### src/rtl/alu_pkg.sv
// Shared encodings for the ALU request scheduler: request op codes, ALU bus
// op encodings and scheduler FSM states.
package alu_pkg;

  typedef enum logic [2:0] {
    OP_ADD  = 3'b000,
    OP_SUB  = 3'b001,
    OP_AND  = 3'b010,
    OP_XOR  = 3'b011,
    OP_SHL  = 3'b100,
    OP_SHR  = 3'b101,
    OP_RSV6 = 3'b110,
    OP_RSV7 = 3'b111
  } op_e;

  typedef enum logic [1:0] {
    ALU_ADDSUB = 2'b00,
    ALU_AND    = 2'b01,
    ALU_XOR    = 2'b10,
    ALU_SHIFT  = 2'b11
  } alu_op_e;

  typedef enum logic [2:0] {
    ST_IDLE   = 3'd0,
    ST_LOAD_B = 3'd1,
    ST_EXEC   = 3'd2,
    ST_FLAGS  = 3'd3,
    ST_RESP   = 3'd4
  } state_e;

  function automatic logic is_reserved(input op_e op);
    return (op == OP_RSV6) || (op == OP_RSV7);
  endfunction

  function automatic alu_op_e alu_op_of(input op_e op);
    alu_op_e r;
    case (op)
      OP_ADD, OP_SUB: r = ALU_ADDSUB;
      OP_AND:         r = ALU_AND;
      OP_XOR:         r = ALU_XOR;
      OP_SHL, OP_SHR: r = ALU_SHIFT;
      default:        r = ALU_ADDSUB;
    endcase
    return r;
  endfunction

  // Shared direction line: 1 selects subtract for add/sub and left for shifts.
  function automatic logic sub_shift_dir_of(input op_e op);
    return (op == OP_SUB) || (op == OP_SHL);
  endfunction

endpackage

### src/rtl/rr_arb2.sv
// Two-way round-robin arbiter: one-hot grant, priority passes to the other
// requester whenever a grant is issued.
module rr_arb2 (
  input  logic       i_clk,
  input  logic       i_reset,
  input  logic       i_en,
  input  logic [1:0] i_req,
  output logic [1:0] o_gnt
);

  // ptr_q names the requester that wins when both are requesting.
  logic ptr_q, ptr_d;

  always_comb begin
    o_gnt = 2'b00;
    if (i_en) begin
      if (i_req == 2'b11) begin
        o_gnt = ptr_q ? 2'b10 : 2'b01;
      end else begin
        o_gnt = i_req;
      end
    end
    ptr_d = ptr_q;
    if (o_gnt[0]) begin
      ptr_d = 1'b1;
    end else if (o_gnt[1]) begin
      ptr_d = 1'b0;
    end
  end

  always_ff @(posedge i_clk) begin
    if (i_reset) begin
      ptr_q <= 1'b0;
    end else begin
      ptr_q <= ptr_d;
    end
  end

endmodule

### src/rtl/alu_sched.sv
// Schedules requests from two clients onto a shared external ALU, one
// operation in flight, and returns result plus flags to the owning client.
module alu_sched
  import alu_pkg::*;
(
  input  logic        i_clk,
  input  logic        i_reset,
  input  logic [1:0]  i_req_valid,
  output logic [1:0]  o_req_ready,
  input  logic [2:0]  i_req_op0,
  input  logic [2:0]  i_req_op1,
  input  logic [7:0]  i_req_a0,
  input  logic [7:0]  i_req_a1,
  input  logic [7:0]  i_req_b0,
  input  logic [7:0]  i_req_b1,
  output logic [1:0]  o_rsp_valid,
  input  logic [1:0]  i_rsp_ready,
  output logic [7:0]  o_rsp_y,
  output logic        o_rsp_n,
  output logic        o_rsp_z,
  output logic        o_rsp_err,
  output logic [7:0]  o_alu_a,
  output logic [7:0]  o_alu_b,
  output logic        o_alu_bWr,
  output logic        o_alu_oe,
  output logic        o_alu_subShiftDir,
  output logic [1:0]  o_alu_op,
  input  logic [7:0]  i_alu_y,
  input  logic        i_alu_negative,
  input  logic        i_alu_zero,
  output logic [15:0] o_ops_done
);

  state_e      state_q, state_d;
  logic        id_q, id_d;
  op_e         op_q, op_d;
  logic [7:0]  a_q, a_d, b_q, b_d, y_q, y_d;
  logic        n_q, n_d, z_q, z_d, err_q, err_d;
  logic [15:0] ops_done_q, ops_done_d;
  logic [1:0]  gnt;
  logic        arb_en;

  // No grant is offered in a reset cycle so nothing is acknowledged and then lost.
  assign arb_en = (state_q == ST_IDLE) && !i_reset;

  rr_arb2 u_arb (
    .i_clk   (i_clk),
    .i_reset (i_reset),
    .i_en    (arb_en),
    .i_req   (i_req_valid),
    .o_gnt   (gnt)
  );

  assign o_req_ready = gnt;

  always_comb begin
    state_d    = state_q;
    id_d       = id_q;
    op_d       = op_q;
    a_d        = a_q;
    b_d        = b_q;
    y_d        = y_q;
    n_d        = n_q;
    z_d        = z_q;
    err_d      = err_q;
    ops_done_d = ops_done_q;
    case (state_q)
      ST_IDLE: begin
        if (gnt != 2'b00) begin
          id_d = gnt[1];
          op_d = gnt[1] ? op_e'(i_req_op1) : op_e'(i_req_op0);
          a_d  = gnt[1] ? i_req_a1 : i_req_a0;
          b_d  = gnt[1] ? i_req_b1 : i_req_b0;
          // Reserved ops never touch the ALU and answer with a fixed error result.
          if (is_reserved(op_d)) begin
            y_d     = 8'h00;
            n_d     = 1'b0;
            z_d     = 1'b1;
            err_d   = 1'b1;
            state_d = ST_RESP;
          end else begin
            state_d = ST_LOAD_B;
          end
        end
      end
      ST_LOAD_B: state_d = ST_EXEC;
      ST_EXEC: begin
        y_d     = i_alu_y;
        state_d = ST_FLAGS;
      end
      ST_FLAGS: begin
        n_d     = i_alu_negative;
        z_d     = i_alu_zero;
        err_d   = 1'b0;
        state_d = ST_RESP;
      end
      ST_RESP: begin
        if (i_rsp_ready[id_q]) begin
          state_d    = ST_IDLE;
          ops_done_d = ops_done_q + 16'd1;
        end
      end
      default: state_d = ST_IDLE;
    endcase
  end

  always_ff @(posedge i_clk) begin
    if (i_reset) begin
      state_q    <= ST_IDLE;
      id_q       <= 1'b0;
      op_q       <= OP_ADD;
      a_q        <= 8'h00;
      b_q        <= 8'h00;
      y_q        <= 8'h00;
      n_q        <= 1'b0;
      z_q        <= 1'b0;
      err_q      <= 1'b0;
      ops_done_q <= 16'h0000;
    end else begin
      state_q    <= state_d;
      id_q       <= id_d;
      op_q       <= op_d;
      a_q        <= a_d;
      b_q        <= b_d;
      y_q        <= y_d;
      n_q        <= n_d;
      z_q        <= z_d;
      err_q      <= err_d;
      ops_done_q <= ops_done_d;
    end
  end

  assign o_alu_bWr         = (state_q == ST_LOAD_B);
  assign o_alu_b           = o_alu_bWr ? b_q : 8'h00;
  assign o_alu_oe          = (state_q == ST_EXEC);
  assign o_alu_a           = o_alu_oe ? a_q : 8'h00;
  assign o_alu_op          = o_alu_oe ? alu_op_of(op_q) : ALU_ADDSUB;
  assign o_alu_subShiftDir = o_alu_oe && sub_shift_dir_of(op_q);

  assign o_rsp_valid = (state_q == ST_RESP) ? {id_q, ~id_q} : 2'b00;
  assign o_rsp_y     = (state_q == ST_RESP) ? y_q : 8'h00;
  assign o_rsp_n     = (state_q == ST_RESP) && n_q;
  assign o_rsp_z     = (state_q == ST_RESP) && z_q;
  assign o_rsp_err   = (state_q == ST_RESP) && err_q;
  assign o_ops_done  = ops_done_q;

endmodule

### config.mk
export PLATFORM = sky130hd
export DESIGN_NAME = alu_sched
export DESIGN_NICKNAME = d
export VERILOG_FILES = /design/src/rtl/alu_pkg.sv /design/src/rtl/rr_arb2.sv /design/src/rtl/alu_sched.sv
export SDC_FILE = /design/constraint.sdc
export NUM_CORES = 1
export LEC_CHECK = 0
export ABC_AREA = 0
export CAP_MARGIN = 30
export CORE_MARGIN = 2
export CORE_UTILIZATION = 48
export CTS_BUF_LIST = sky130_fd_sc_hd__clkbuf_8
export DETAILED_ROUTE_END_ITERATION = 12
export GPL_ROUTABILITY_DRIVEN = 0
export PLACE_DENSITY = 0.95
export SYNTH_ARGS = -nofsm -noshare
export SYNTH_HDL_FRONTEND = slang
export SYNTH_HIERARCHICAL = 1
export SYNTH_SLANG_ARGS = --single-unit
export TNS_END_PERCENT = 20
### constraint.sdc
create_clock -name i_clk -period 7.1 [get_ports i_clk]
set_clock_uncertainty 0.05 [all_clocks]
set_input_delay 1.065 -clock i_clk [delete_from_list [all_inputs] [get_ports i_clk]]
set_output_delay 1.065 -clock i_clk [all_outputs]
set_load 0.01 [all_outputs]
==> flow_summary.toml, run 1 <==
[run_status]
outcome = "complete, no violations"

[yosys]
ys_types = 41
netlist_instances = 301
synth_area_per_cell_sq_um = 8.60
netlist.area_leader.share_pct = 39.5
yosysSeqAreaShare_pct = 39.5
synthTopCellsByArea = "dfxtp_1, mux2i_1, and2_1"
ys_warn_count = 6
syn_nets = 356
synth.largest_area_cell = "dfxtp_1"
netlist_area_sq_um = 2590
ys_seq_elements = 51

[run]
drv_cap = 0

[routing]
drc_errors = 0
wl_met2_um = 3300
routed.top_layer = "met4"
wl_per_cell_um = 14.3
antenna_left = 0
drt_iter0_drc = 127
vias_per_cell = 5.40
wl_um = 6630
vias = 2509
dr_wl_met3_um = 538
drt_first_pass_iters = 4
routedLengthMet1_um = 2650

[clocking]
htree_levels = 2
cts_tree = "built"
cts_sinks = 51
clk_pin_slew_ns = 0.09
ctsLongestPathBuffers = 2
clk_latency_ns = 0.31
cts_root_buffer = "clkbuf_8"
cts_resized = 0
postCtsHoldBufs = 0
post_cts_buffers = 0
numCtsBuffers = 5

[power_and_ir_drop]
ir_drop_mv = 0.167
total_leakage_power_uw = 0.00129
power_density_nw_per_um2 = 253

[floorplan]
fp-row-count = 26
start_util_pct = 50.3
die_area_sq_um = 5990
io_pins = 106
die_w_um = 77.4
core_area_sq_um = 5140
fp.dieH_um = 77.4

[global_route]
grt_pass1_vias = 2512
grt_pass1_wl_um = 11000
grt_usage_pct = 22.4
grt_max_degree = 53
antenna_found_initial = 0
grt_overflow_total = 0

[cells_and_area]
final_area_sq_um = 3720
drive_above_1_share_pct = 5.06
num_antenna_cells = 0
num-nets-final = 449
syn_to_final_growth_pct = 44.0
fill_cells = 409

[sta]
rsz0062_at_grt = "false"
setup_violations = 0
worst_pin_slew_ns = 0.934
fin_crit_sh_pct = 54.6
setup_tns_ns = 0
relSlewSlack_pct = 37.7
final-hold-violation-count = 0
drv_slew = 0
max_freq_ghz = 0.258
fin_crit_ns = 3.88

[worst_setup_path]
arrival_ns = 2.76
crit_fanout = 52
crit_chain = "buf_2 > nor2_1 > nand2_1 > a21oi_1 > clkdlybuf4s50_1"
critPathSlowestCell = "clkdlybuf4s50_1"
slowest_delay_ns = 0.59
cp-end-kind = "output pin"
critPathKind = "in2out"
cp-start-kind = "input pin"
crit_required_ns = 5.98

[hold_path]
hold_path.class = "reg2reg"

[placement]
placed_cell_area_sq_um = 3640
io_buffer_count = 105
dpl.hpwl_um = 4960
worst max-delay path: cells and delay by family:
family | cells | cell delay [ns]
compound gates | 1 | 0.23
simple gates | 2 | 0.48
buf+inv | 2 | 0.97
cells in the mapped netlist:
master     instances
a211oi_1          20
a211oi_2           1
a21oi_1           18
a22o_1             1
a22oi_1            1
a2bb2oi_1          8
a311oi_1           1
a31oi_1            1
and2_1            30
and3_1             2
and3b_1            1
and4_1             3
buf_1              3
buf_2              4
buf_4              5
clkbuf_1           9
dfxtp_1           51
ha_1               1
inv_1              6
mux2_2             1
mux2i_1           21
nand2_1           18
nand2b_1           1
nand3_1            3
nand3_2            1
nand3_4            1
nand3b_1           4
nand4_1            4
nor2_1            43
nor3_1             4
nor3b_1            1
nor3b_4            1
o21ai_0            4
o21bai_1           1
o31ai_1            5
or3_1              6
or3b_2             3
or4_1              4
or4b_1             1
xnor2_1            3
xor2_1             5
where the power goes:
group	leakage [uW]	switching (uW)	internal [uW]
Combinational	0.000828	194	178
Sequential	0.000415	52.7	355
Clock	0.0000453	96.3	67.7
Total	0.00129	343	600
worst paths after layout:
path	slack, ns	from	end	cells past startpoint
setup / recovery	3.22	i_reset	o_req_ready[0]	5
hold / removal	0.42	z_q	z_q	2
hold reg to reg	0.42	z_q	z_q	2
setup reg to reg	3.92	state_q[0]	a_q[2]	10
cell usage in the layout, fill, tap and decap left out, drive strengths merged, types with 5 or more instances in the layout:
cell and count:
dfxtp 51, or3 6, a21oi 18, clkbuf 5
clkdlybuf4s50 104, nand2 18, a211oi 21, nand3 5
xor2 5, nor2 43, o31ai 5, and2 30
a2bb2oi 8, inv 7, mux2i 21
routing by layer:
layer / vias to the layer above / global-route usage (%)
met5: - / 0
met4: 0 / 8.57
met3: 14 / 5.23
met2: 99 / 40.9
met1: 1140 / 25.2
li1: 1256 / -
through the flow:
step,power (uW),cells,util [%],setup slack [ns],hold WS [ns]
2_1_floorplan,667,301,-,4.05,0.387
3_3_place_gp,765,457,70.8,3.37,0.401
3_5_place_dp,785,457,70.8,3.25,0.410
4_1_cts,946,465,72.5,3.26,0.424
5_1_grt,1010,465,72.5,3.10,0.448
6_report,943,465,72.5,3.22,0.425
cells by family (layout without fill, tap and decap cells):
family / after synthesis / count (layout) / share of synthesized area (%)
compound gates: 61 / 61 / 16.2
xor+xnor: 8 / 8 / 2.71
fa+ha+maj: 1 / 1 / 0.483
buf+inv: 27 / 121 / 4.84
flops: 51 / 51 / 39.5
mux: 22 / 22 / 8.56
simple gates: 131 / 131 / 27.8
layout make-up:
type / instances / area, sq um / share of cell area [%]
Inverter: 6 / 22.5 / 0.605
Timing Repair Buffer: 107 / 1060 / 28.5
Tap cell: 70 / 87.6 / 2.35
Clock inverter: 3 / 16.3 / 0.437
Clock buffer: 5 / 68.8 / 1.85
Sequential cell: 51 / 1020 / 27.4
Multi-Input combinational cell: 223 / 1450 / 38.9
state kept, by name, indices dropped and copies added, names as in the netlist:
name and flops:
o_ops_done 16, op_q 3, state_q 3, err_q 1, id_q 1, n_q 1, a_q 8, y_q 8
b_q 8, z_q 1, u_arb/ptr_q 1
Power figures use the tool's default switching activity.
==> run 2: changes to the inputs <==
--- a/config.mk
+++ b/config.mk
@@ -8,11 +8,11 @@
 export ABC_AREA = 0
 export CAP_MARGIN = 30
 export CORE_MARGIN = 2
-export CORE_UTILIZATION = 48
+export CORE_UTILIZATION = 44
 export CTS_BUF_LIST = sky130_fd_sc_hd__clkbuf_8
 export DETAILED_ROUTE_END_ITERATION = 12
 export GPL_ROUTABILITY_DRIVEN = 0
-export PLACE_DENSITY = 0.95
+export PLACE_DENSITY = 0.89
 export SYNTH_ARGS = -nofsm -noshare
 export SYNTH_HDL_FRONTEND = slang
 export SYNTH_HIERARCHICAL = 1
==> constraint.sdc (replaced) <==
create_clock -name i_clk -period 3.7 [get_ports i_clk]
set_clock_uncertainty 0.05 [all_clocks]
set_input_delay 0.555 -clock i_clk [delete_from_list [all_inputs] [get_ports i_clk]]
set_output_delay 0.555 -clock i_clk [all_outputs]
set_load 0.01 [all_outputs]
==> run 2 against run 1 <==
  * Count of clock-buffer cells in the layout up 2
  * Combinational power is 91% higher
  * Largest power group unchanged
  * Critical path depth is 1 lower
  * Highest routed layer unchanged
  * Final cell count is 0.86% higher
  * Non-clock buffer count up 2
==> flow_summary.toml, run 2 (same netlist as run 1, synthesis figures left out) <==
[clocking]
cts_sinks = 51
postCtsHoldBufs = 0
post_cts_buffers = 0
cts_tree = "built"
numCtsBuffers = 5
htree_levels = 2
cts_root_buffer = "clkbuf_8"
clk_latency_ns = 0.30
clk_pin_slew_ns = 0.09
ctsLongestPathBuffers = 2
cts_resized = 0

[worst_setup_path]
slowest_delay_ns = 0.62
arrival_ns = 2.61
cp_top_family = "buffers and inverters"
crit_chain = "or3b_2 > inv_1 > and2_1 > clkdlybuf4s50_1"
r2r-end = "y_q[3]"
critPathSlowestCell = "or3b_2"
crit_required_ns = 3.09
r2r_slack_ns = 0.82
critical_path_buf_inv_count = 2
r2r-start = "state_q[0]"
crit_fanout = 17
critPathKind = "reg2out"
reg2reg_depth = 8
cp-start-kind = "flop"
cp-end-kind = "output pin"

[hold_path]
whs_path_depth = 2
holdPathEnd = "z_q"
hold_path.class = "reg2reg"
hold_start = "z_q"

[routing]
vias = 2481
drc_errors = 0
drt_iter0_drc = 85
wl_um = 6550
vias_per_cell = 5.29
antenna_left = 0
wl_per_cell_um = 14.0
drt_first_pass_iters = 4

[global_route]
grt_usage_pct = 20.9
grt_pass1_vias = 2284
grt_pass1_wl_um = 10600
grt_overflow_total = 0
antenna_found_initial = 0
grt_max_degree = 52

[sta]
max_freq_ghz = 0.311
rsz0062_at_grt = "false"
worst_pin_slew_ns = 0.719
setup_tns_ns = 0
relSlewSlack_pct = 52.0
fin_crit_sh_pct = 87.0
drv_slew = 0
setup_violations = 0
final-hold-violation-count = 0
fin_crit_ns = 3.22

[run]
drv_cap = 0

[floorplan]
io_pins = 106
fp-row-count = 27
core_area_sq_um = 5610
die_area_sq_um = 6510
start_util_pct = 46.1
fp.dieH_um = 80.7
die_w_um = 80.7

[cells_and_area]
num_antenna_cells = 0
layout.cells.most_common_list = "clkdlybuf4s50_1, dfxtp_1, nor2_1"
largest_reg_flops = 16
num-nets-final = 451
seqCellArea_sq_um = 1020
multi_input_area_sq_um = 1450
final_common_cell = "clkdlybuf4s50_1"
syn_to_final_growth_pct = 45.2
drive_above_1_share_pct = 5.54
fill_cells = 485

[run_status]
outcome = "complete, no violations"

[power_and_ir_drop]
ir_drop_mv = 0.304
total_leakage_power_uw = 0.00131
power_density_nw_per_um2 = 489
power_uw = 1840

[placement]
io_buffer_count = 105
dpl.hpwl_um = 4980
-- run 2: where the power goes --
| group | leakage, uW | internal (uW) | total [uW] | switching (uW) |
|---|---|---|---|---|
| Sequential | 0.000415 | 681 | 785 | 103 |
| Clock | 0.0000557 | 168 | 343 | 175 |
| Combinational | 0.000838 | 347 | 710 | 363 |
-- run 2: worst max path at each step --
stage                  to  startpoint  depth (start not counted)
2_1_floorplan      y_q[5]     i_reset                         10
3_3_place_gp   o_alu_a[1]  state_q[1]                          4
3_5_place_dp   o_alu_a[7]  state_q[1]                          4
4_1_cts        o_alu_a[7]  state_q[1]                          4
5_1_grt        o_alu_a[7]  state_q[1]                          4
6_report       o_alu_a[7]  state_q[1]                          4
-- run 2: worst register-to-register path, cell delays in order (launching register included) --
cell	delay, ns
dfxtp_1	0.42
or3_1	0.50
nor2_1	0.25
nand2_1	0.10
a21oi_2	0.35
nand3_1	0.22
a211oi_2	0.58
a2bb2oi_1	0.25
nor2_1	0.05
-- run 2: layer usage --
layer  up-vias  global-route usage, %  routed length, um
li1       1258                      -                  -
met1      1138                   25.2               2830
met2        70                   36.5               3270
met3        15                   3.26                275
met4         0                   9.49                174
met5         -                      0                  0
-- run 2: layout make-up --
class | count | area share (%)
clock buffer | 7 | 2.56
clock inverter | 1 | 0.0999
inverter | 6 | 0.599
multi-input combinational | 223 | 38.5
sequential | 51 | 27.2
tap | 72 | 2.40
timing repair buffer | 109 | 28.6
-- run 2: stage by stage --
stage	hold WS, ns	area [sq um]	setup slack, ns	std cells	utilization (%)
global placement	0.403	3660	0.927	461	65.2
finish	0.413	3760	0.482	469	67.0
global route	0.431	3760	0.356	469	67.0
CTS	0.415	3760	0.483	469	67.0
floorplan	0.387	2590	1.16	301	-
detailed placement	0.402	3660	0.822	461	65.2
==> run 3: changes to the inputs <==
--- a/config.mk
+++ b/config.mk
@@ -13,6 +13,7 @@
 export DETAILED_ROUTE_END_ITERATION = 12
 export GPL_ROUTABILITY_DRIVEN = 0
 export PLACE_DENSITY = 0.89
+export SKIP_CTS_REPAIR_TIMING = 1
 export SYNTH_ARGS = -nofsm -noshare
 export SYNTH_HDL_FRONTEND = slang
 export SYNTH_HIERARCHICAL = 1
==> results of run 3 <==
Final layout, timing and power as in run 2 (identical DEF).
